File: src/rtl/ft_alu_seq.sv
// ft_alu_seq: fault-tolerant add/subtract sequencer.
// The operation runs on two independent ripple-carry copies and is checked by
// sum-parity prediction. A mismatch causes the operation to be re-executed,
// up to RETRY_MAX times. Illegal input codewords and non-one-hot controls are
// reported as errors straight away, without any retry.
//
// state | meaning
// ------+-------------------------------------------------------------
// IDLE  | waiting for operands, in_ready=1
// EXEC  | one attempt per cycle; retry while checks fail and budget left
// DONE  | result held, out_valid=1 until out_ready
module ft_alu_seq #(
    parameter int W         = 3,
    parameter int RETRY_MAX = 2,
    parameter int ECNT_W    = 8
) (
    input  logic              clk,
    input  logic              rst_n,
    input  logic              in_valid,
    output logic              in_ready,
    input  logic [W-1:0]      A,
    input  logic [W-1:0]      B,
    input  logic              PAR,
    input  logic [2:0]        C,
    input  logic [W:0]        INJ,
    input  logic              INJ_PERSIST,
    output logic              out_valid,
    input  logic              out_ready,
    output logic [W-1:0]      X,
    output logic              XC,
    output logic [1:0]        XE,
    output logic              RETRIED,
    output logic [ECNT_W-1:0] ERR_CNT
);

    typedef enum logic [1:0] {
        S_IDLE = 2'd0,
        S_EXEC = 2'd1,
        S_DONE = 2'd2
    } state_t;

    localparam logic [2:0] RMAX    = 3'(RETRY_MAX);
    localparam logic [1:0] XE_GOOD = 2'b10;
    localparam logic [1:0] XE_ERR  = 2'b11;

    state_t state, state_nxt;

    logic [W-1:0] a_r, b_r;
    logic         par_r;
    logic [2:0]   c_r;
    logic [W:0]   inj_r;
    logic         inj_persist_r;
    logic [2:0]   attempt;

    logic [W-1:0] post_a, post_b;
    logic [W:0]   res_p, res_s, res_pm, inj_mask;
    logic         carry_par_p;
    logic         pred_par, lc_err, cmp_err, c_onehot, in_err, exec_err, retry_ok;

    // Operand conditioning: two's-complement negate selected by the control.
    always_comb begin
        post_a = c_r[2] ? (~a_r + W'(1)) : a_r;
        post_b = c_r[1] ? (~b_r + W'(1)) : b_r;
    end

    // Primary ripple-carry copy; also yields parity of its internal carries.
    always_comb begin : copy_primary
        logic [W:0]   cy;
        logic [W-1:0] sm;
        cy = '0;
        sm = '0;
        for (int i = 0; i < W; i++) begin
            sm[i]   = post_a[i] ^ post_b[i] ^ cy[i];
            cy[i+1] = (post_a[i] & post_b[i]) | (cy[i] & (post_a[i] ^ post_b[i]));
        end
        res_p       = {cy[W], sm};
        carry_par_p = ^cy[W-1:0];
    end

    // Shadow ripple-carry copy used only for the duplicate compare.
    always_comb begin : copy_shadow
        logic [W:0]   cy;
        logic [W-1:0] sm;
        cy = '0;
        sm = '0;
        for (int i = 0; i < W; i++) begin
            sm[i]   = post_a[i] ^ post_b[i] ^ cy[i];
            cy[i+1] = (post_a[i] & post_b[i]) | (cy[i] & (post_a[i] ^ post_b[i]));
        end
        res_s = {cy[W], sm};
    end

    // Fault injection on the primary copy and all error checks.
    always_comb begin
        inj_mask = (inj_persist_r || (attempt == 3'd0)) ? inj_r : '0;
        res_pm   = res_p ^ inj_mask;
        pred_par = (^post_a) ^ (^post_b) ^ carry_par_p;
        lc_err   = pred_par != (^res_pm[W-1:0]);
        cmp_err  = res_pm != res_s;
        c_onehot = (c_r == 3'b001) || (c_r == 3'b010) || (c_r == 3'b100);
        in_err   = !(^{a_r, b_r, par_r}) || !c_onehot;
        exec_err = cmp_err || lc_err;
        retry_ok = attempt != RMAX;
    end

    // State register.
    always_ff @(posedge clk or negedge rst_n) begin
        if (!rst_n) state <= S_IDLE;
        else        state <= state_nxt;
    end

    // Next-state logic.
    always_comb begin
        state_nxt = state;
        case (state)
            S_IDLE: if (in_valid) state_nxt = S_EXEC;
            S_EXEC: begin
                if (in_err)                    state_nxt = S_DONE;
                else if (exec_err && retry_ok) state_nxt = S_EXEC;
                else                           state_nxt = S_DONE;
            end
            S_DONE: if (out_ready) state_nxt = S_IDLE;
            default: state_nxt = S_IDLE;
        endcase
    end

    // Handshake outputs decoded from state.
    always_comb begin
        in_ready  = (state == S_IDLE);
        out_valid = (state == S_DONE);
    end

    // Operand capture, attempt tracking and result registers.
    always_ff @(posedge clk or negedge rst_n) begin
        if (!rst_n) begin
            a_r           <= '0;
            b_r           <= '0;
            par_r         <= 1'b0;
            c_r           <= '0;
            inj_r         <= '0;
            inj_persist_r <= 1'b0;
            attempt       <= '0;
            X             <= '0;
            XC            <= 1'b0;
            XE            <= XE_ERR;
            RETRIED       <= 1'b0;
        end else begin
            case (state)
                S_IDLE: begin
                    if (in_valid) begin
                        a_r           <= A;
                        b_r           <= B;
                        par_r         <= PAR;
                        c_r           <= C;
                        inj_r         <= INJ;
                        inj_persist_r <= INJ_PERSIST;
                        attempt       <= '0;
                        RETRIED       <= 1'b0;
                    end
                end
                S_EXEC: begin
                    if (!in_err && exec_err && retry_ok) begin
                        attempt <= attempt + 3'd1;
                        RETRIED <= 1'b1;
                    end else begin
                        X  <= res_pm[W-1:0];
                        XC <= res_pm[W];
                        XE <= (in_err || exec_err) ? XE_ERR : XE_GOOD;
                    end
                end
                default: ;
            endcase
        end
    end

    // Saturating count of error results actually handed to the consumer.
    always_ff @(posedge clk or negedge rst_n) begin
        if (!rst_n) begin
            ERR_CNT <= '0;
        end else if (out_valid && out_ready && (XE == XE_ERR) && (ERR_CNT != '1)) begin
            ERR_CNT <= ERR_CNT + 1'b1;
        end
    end

endmodule

File: config.mk
export PLATFORM = sky130hd
export DESIGN_NAME = ft_alu_seq
export DESIGN_NICKNAME = d
export VERILOG_FILES = /design/src/rtl/ft_alu_seq.sv
export SDC_FILE = /design/constraint.sdc
export NUM_CORES = 1
export LEC_CHECK = 0
export ABC_AREA = 1
export CELL_PAD_IN_SITES_DETAIL_PLACEMENT = 1
export CELL_PAD_IN_SITES_GLOBAL_PLACEMENT = 1
export CORE_ASPECT_RATIO = 0.8
export CORE_MARGIN = 1.5
export CORE_UTILIZATION = 39
export CTS_CLUSTER_DIAMETER = 60
export DETAILED_ROUTE_END_ITERATION = 16
export PLACE_DENSITY = 0.82
export SLEW_MARGIN = 15
export SYNTH_ARGS = -nofsm -noshare
export SYNTH_HDL_FRONTEND = slang
export SYNTH_SLANG_ARGS = --single-unit
File: constraint.sdc
create_clock -name clk -period 3.65 [get_ports clk]
set_clock_uncertainty 0.2 [all_clocks]
set_input_delay 0.5475 -clock clk [delete_from_list [all_inputs] [get_ports clk]]
set_output_delay 0.5475 -clock clk [all_outputs]
set_load 0.01 [all_outputs]
=== Word level (Yosys, flattened, before mapping) ===
Index checks and enable logic that the tools add are counted.

* Register bits after elaboration: 35
* Output and inout port bits: 17
* Input bits: 19
* Logic and storage cells: 90

* Reductions and logical operators: 27
* Muxes and demuxes: 15
* Bitwise operators: 18
* Eq/ne operators: 13
* Add/sub/neg operators: 4

{| class="wikitable"
|+ Operators with widths
! operator !! count
|-
| two-way mux 3 bit || 4
|-
| parity 3 bit || 4
|-
| adder 3 x 1 -> 3 bit (second input constant) || 3
|-
| adder 8 x 1 -> 8 bit (second input constant) || 1
|-
| two-way mux 2 bit || 4
|-
| != test 8 bit (second input constant) || 1
|-
| parity 7 bit || 1
|-
| XOR 1 bit || 7
|-
| logical AND 1 bit || 6
|-
| logical OR 1 bit || 6
|-
| NOT 3 bit || 2
|-
| one-hot mux 2 bit (3 select lines) || 1
|-
| one-hot mux 3 bit (2 select lines) || 1
|-
| AND reduction 2 bit || 3
|-
| bitwise AND 1 bit || 5
|-
| == test 2 bit (second input constant) || 2
|-
| two-way mux 4 bit || 1
|-
| != test 2 bit (second input constant) || 2
|-
| != test 4 bit || 1
|-
| XOR 4 bit || 1
|-
| == test 3 x 1 -> 1 bit (second input constant) || 1
|-
| == test 3 x 2 -> 1 bit (second input constant) || 1
|-
| == test 3 bit (second input constant) || 1
|-
| zero test 1 bit || 3
|-
| 12 further kinds || 15
|}

=== Logic depth before layout (Yosys ltp) ===
Gate-level depths: netlist of the first run.

* Depth after elaboration: 16
* Gate-level depth with buffers: 24
* Depth with buffers taken out: 24

=== Least setup slack after synthesis of the first run ===
Ideal clock, no wire load.

* Path type: flip-flop to flip-flop
* Start: reg a_r[0]
* End: reg state[1]
* Library setup time: 0.120 ns
* Data required time: 3.330 ns
* Slack: 0.500 ns
* Cell stages (with the launch flop): 17
* Path buffers: 1
* Clock period less this slack: 3.150 ns
* Arrival: 2.830 ns
* Cell sequence: dfrtp_1 inv_1 ha_1 inv_1 nand2_1 nand2_1 fa_1 fa_1 xnor2_2 nand3_1 nand2_1 nand2_4 nand3_4 nand2_4 nand2_4 buf_6 o21ai_2

* Cells in the longest elaborated chain, start to end: 15
* Elaborated cells between the ends (all ways): 31
* Those cells by class: add/sub (1); eq/ne (2); mux (4); bitwise (16); reduce/logical (8)

{| class="wikitable"
|+ RTL lines
! item !! line !! source
|-
| from (decl) || 48 || <nowiki>logic [W-1:0] a_r, b_r;</nowiki>
|-
| from (signal assigned) || 136 || <nowiki>a_r <= '0;</nowiki>
|-
| from (signal assigned) || 151 || <nowiki>a_r <= A;</nowiki>
|-
| NOT 3 bit || 62 || <nowiki>post_a = c_r[2] ? (~a_r + W'(1)) : a_r;</nowiki>
|-
| adder 3 x 1 -> 3 bit || 62 ||
|-
| two-way mux 3 bit || 62 ||
|-
| bitwise AND 1 bit or XOR 1 bit (tied branches) || -- ||
|-
| bitwise AND 1 bit || 74, 88 ||
|-
| bitwise OR 1 bit || 74, 88 ||
|-
| bitwise AND 1 bit or XOR 1 bit (tied branches) || -- ||
|-
| bitwise OR 1 bit or XOR 4 bit (tied branches) || 74, 88, 96 ||
|-
| XOR 4 bit or parity 3 bit (tied branches) || 96, 98 ||
|-
| != test 4 bit or != test 1 bit (tied branches) || 99, 98 ||
|-
| logical OR 1 bit || 102 || <nowiki>exec_err = cmp_err || lc_err;</nowiki>
|-
| logical AND 1 bit || 119 || <nowiki>else if (exec_err && retry_ok) state_nxt = S_EXEC;</nowiki>
|-
| two-way mux 2 bit || 119 ||
|-
| two-way mux 2 bit (*) || 118 || <nowiki>if (in_err) state_nxt = S_DONE;</nowiki>
|-
| one-hot mux 2 bit (3 select lines) (*) || 115 || <nowiki>case (state)</nowiki>
|-
| to (signal assigned) || 109 || <nowiki>else state <= state_nxt;</nowiki>
|-
| to (decl) || 46 || <nowiki>state_t state, state_nxt;</nowiki>
|}

Mark *: on every way between the ends. The rest lies on a longest branch, timed or not.
A chain may end at the register's enable or synchronous reset.

=== Worst setup path after layout of the first run ===
* Start: reg a_r[0]
* End: reg XC

* Cells in the longest elaborated chain, start to end: 15
* Elaborated cells between the ends (all ways): 32
* Those cells by class: add/sub (1); eq/ne (2); mux (1); bitwise (17); reduce/logical (11)

{| class="wikitable"
|+ RTL lines
! item !! line !! source
|-
| NOT 3 bit || 62 ||
|-
| adder 3 x 1 -> 3 bit || 62 ||
|-
| two-way mux 3 bit || 62 ||
|-
| bitwise AND 1 bit or XOR 1 bit (tied branches) || -- ||
|-
| bitwise AND 1 bit || 74, 88 ||
|-
| bitwise OR 1 bit || 74, 88 ||
|-
| bitwise AND 1 bit or XOR 1 bit (tied branches) || -- ||
|-
| bitwise OR 1 bit or XOR 4 bit (tied branches) || 74, 88, 96 ||
|-
| XOR 4 bit or parity 3 bit (tied branches) || 96, 98 ||
|-
| != test 4 bit or != test 1 bit (tied branches) || 99, 98 ||
|-
| logical OR 1 bit || 102 ||
|-
| logical AND 1 bit (2 in series) || 162 || <nowiki>if (!in_err && exec_err && retry_ok) begin</nowiki>
|-
| NOT 1 bit (no source line) || -- ||
|-
| AND reduction 2 bit (no source line) || -- ||
|-
| to (signal assigned) || 167 || <nowiki>XC <= res_pm[W];</nowiki>
|-
| to (decl) || 30 || <nowiki>output logic XC,</nowiki>
|}

Parallel ways exist; a longest one is shown, timed or not.

==> flow_summary.json, run 1 <==
{
  "outcome": "completed",
  "required_ns": 3.67,
  "dpl.hpwl_mm": 4.00,
  "cts_tree": "yes",
  "end_kind": "flop",
  "route.vias.total": 1769,
  "worst-r2r-setup-slack_ns": 0.24,
  "area_delta_synth_final_pct": 24.4,
  "min_period_over_period_pct": 93.4,
  "cts_sinks": 34,
  "post_cts_resized": 0,
  "dr.pass1.iters": 4,
  "cts_hold_buffers": 0,
  "critPathKind": "flop to flop",
  "wirelength_mm": 5.34,
  "startpoint_type": "flop",
  "clock.fmax_mhz": 293,
  "insertion_delay_ns": 0.29,
  "hold_viol": 0,
  "crit_top_cell": "nand2_1",
  "avgSynthCellArea_sq_um": 8.37,
  "r2r_cells": 17,
  "report.final.slew_viol_count": 0,
  "ys_seq_area_share_pct": 40.4,
  "min_from": "XE[0]$_DFFE_PN1P_",
  "holdPathEnd": "XE[0]$_DFFE_PN1P_",
  "hold_path_class": "flop to flop",
  "ant_nets": 0,
  "nets": 319,
  "cts_setup_buffers": 0,
  "die_w_um": 85.2,
  "gp_congestion": 0.813,
  "grt_pass1_wl_mm": 8.64,
  "cp_slowest_cell": "fa_2",
  "setup_viol": 0,
  "grt.overflow.total": 0,
  "grt_max_degree": 35,
  "multi_input_area_sq_um": 1110,
  "path_cells": "inv_1 -> ha_1 -> inv_1 -> nand2_1 -> nand2_1 -> fa_2 -> fa_2 -> xor2_2 -> nand3_1 -> nand2_1 -> nand2_2 -> nand3_4 -> nand2_4 -> nand2_8 -> buf_4 -> nand2_2 -> o21ai_2",
  "antenna_found_initial": 0,
  "die_h_um": 68.8,
  "ys_warn_count": 0,
  "period_minus_slack_ns": 3.41,
  "seqCellArea_sq_um": 852,
  "reg2reg_from": "a_r[0]$_DFFE_PN0P_",
  "avgViaCountPerCell": 5.00,
  "tightest_slew_ns": 0.922,
  "grt_pass1_vias": 1793,
  "worstReg2RegEnd": "XC$_DFFE_PN0P_",
  "drive_above_1_share_pct": 19.5,
  "h-tree-depth": 2,
  "cap_viol_max_count": 0,
  "final_cell_mix": "nand2_1 (64), clkdlybuf4s50_1 (34), dfrtp_1 (33)",
  "clkTransAtPathRegs_ns": 0.07,
  "track_usage_pct": 19.6,
  "drc_errors": 0,
  "holdPathStages": 2,
  "port_buffers": 34,
  "die_area_sq_um": 5860,
  "cp.arrival_ns": 3.42,
  "start_util_pct": 41.2,
  "crit_fanout": 10,
  "synth_area_sq_um": 2110,
  "rsz0062_at_grt": "false",
  "wire_per_inst_um": 15.1,
  "clock_path_buffers": 2,
  "ys_seq_elements": 34,
  "ios": 36,
  "fin_setup_tns_ns": 0,
  "syn_nets": 280,
  "maxSlewHeadroom_pct": 38.4,
  "core_sq_um": 5120,
  "first_iter_violations": 70,
  "syn_inst": 252,
  "antenna_cells": 0,
  "fill_cells": 643,
  "cts_buffers": 5,
  "final_common_cell": "nand2_1",
  "yosysUniqueCellTypes": 30,
  "max_stage_delay_ns": 0.60,
  "rows": 23,
  "root_buffer": "clkbuf_8"
}
worst max path at each step:
stage                                   endpoint          startpoint  slack, ns  depth (start not counted)
final                             XC$_DFFE_PN0P_  a_r[0]$_DFFE_PN0P_       0.24                         17
after floorplan             state[1]$_DFFE_PN0P_  a_r[0]$_DFFE_PN0P_       0.50                         16
after detailed placement  attempt[1]$_DFFE_PN0P_  a_r[0]$_DFFE_PN0P_       0.13                         17
after global routing      attempt[1]$_DFFE_PN0P_  a_r[0]$_DFFE_PN0P_       0.06                         17
after global placement    attempt[0]$_DFFE_PN0P_  a_r[0]$_DFFE_PN0P_       0.29                         17
after CTS                         XC$_DFFE_PN0P_  a_r[0]$_DFFE_PN0P_       0.08                         17
worst max-delay path: cells and delay by family, from the launching register on:
kind                       cells  cell delay, ns
AOI/OAI and AO/OA              1            0.07
DFF                            1            0.39
adders and majority gates      3            1.37
and+or+nand+nor                9            0.81
buffers and inverters          3            0.30
xor gates and xnor gates       1            0.17
cells in the mapped netlist, drive strengths merged:
cell	number	area (sq um)
o21ai	7	57.6
dfrtp	33	826
nand3b	1	7.51
inv	35	131
ha	7	87.6
nor3	2	10.0
xor2	6	60.1
dfstp	1	26.3
a21oi	11	55.1
buf	2	18.8
clkbuf	2	7.51
nor2	14	52.6
xnor2	9	86.3
or2	1	6.26
nand3	23	143
nand4	3	18.8
conb	1	3.75
mux2	6	67.6
fa	2	40.0
a211oi	1	7.51
nand2	85	397
logic make-up (layout without fill, tap and decap cells):
family / after synthesis / in the layout / share of synthesized area, %
XOR/XNOR: 15 / 15 / 6.94
AND/OR/NAND/NOR: 129 / 129 / 30.1
other: 1 / 1 / 0.178
AO/OA/AOI/OAI: 19 / 19 / 5.69
adder cells (fa/ha/maj): 9 / 9 / 6.05
multiplexers: 6 / 6 / 3.20
buffers and inverters: 39 / 79 / 7.47
flip-flops: 34 / 34 / 40.4
stage by stage:
stage	std cells	cell area, sq um	setup WS (ns)	utilization [%]	hold slack [ns]
floorplan	252	2110	0.500	-	0.0519
detailed placement	346	2520	0.135	49.1	0.277
global route	354	2630	0.0551	51.2	0.303
global placement	346	2520	0.291	49.1	0.277
finish	354	2630	0.242	51.2	0.290
CTS	354	2610	0.0793	51.0	0.295
sequential cells by signal, summed over array words and instances (netlist names):
| signal | cells |
|---|---|
| ERR_CNT | 8 |
| b_r | 3 |
| attempt | 3 |
| inj_r | 4 |
| X | 3 |
| RETRIED | 1 |
| state | 2 |
| XC | 1 |
| par_r | 1 |
| c_r | 3 |
| a_r | 3 |
| XE | 1 |
| inj_persist_r | 1 |
metal layers:
| metal | track usage, % | vias to the layer above | wire length [um] | share of wire (%) |
|---|---|---|---|---|
| li1 | - | 867 | - | - |
| met1 | 26.2 | 871 | 2580 | 48 |
| met2 | 31.9 | 22 | 2500 | 47 |
| met3 | 4.29 | 9 | 166 | 3.1 |
| met4 | 7.17 | 0 | 91 | 1.7 |
| met5 | 0 | - | 0 | 0 |
layout make-up:
type	instances	share of cell area, %
Clock buffer	6	3.15
Clock inverter	2	0.477
Inverter	35	5.00
Multi-Input combinational cell	179	42.4
Sequential cell	34	32.5
Tap cell	62	2.96
Timing Repair Buffer	36	13.5
Power of run 1 is not shown: default switching activity piles up to over one toggle a cycle in this logic, so the estimate is an artifact.
==> run 2: changes to the inputs <==
--- a/config.mk
+++ b/config.mk
@@ -6,6 +6,7 @@
 export NUM_CORES = 1
 export LEC_CHECK = 0
 export ABC_AREA = 1
+export ABC_CLOCK_PERIOD_IN_PS = 3650
 export CELL_PAD_IN_SITES_DETAIL_PLACEMENT = 1
 export CELL_PAD_IN_SITES_GLOBAL_PLACEMENT = 1
 export CORE_ASPECT_RATIO = 0.8
==> results of run 2 <==
Final layout, timing and power as in run 1 (identical DEF).
Power of run 2 is left out for the same reason.
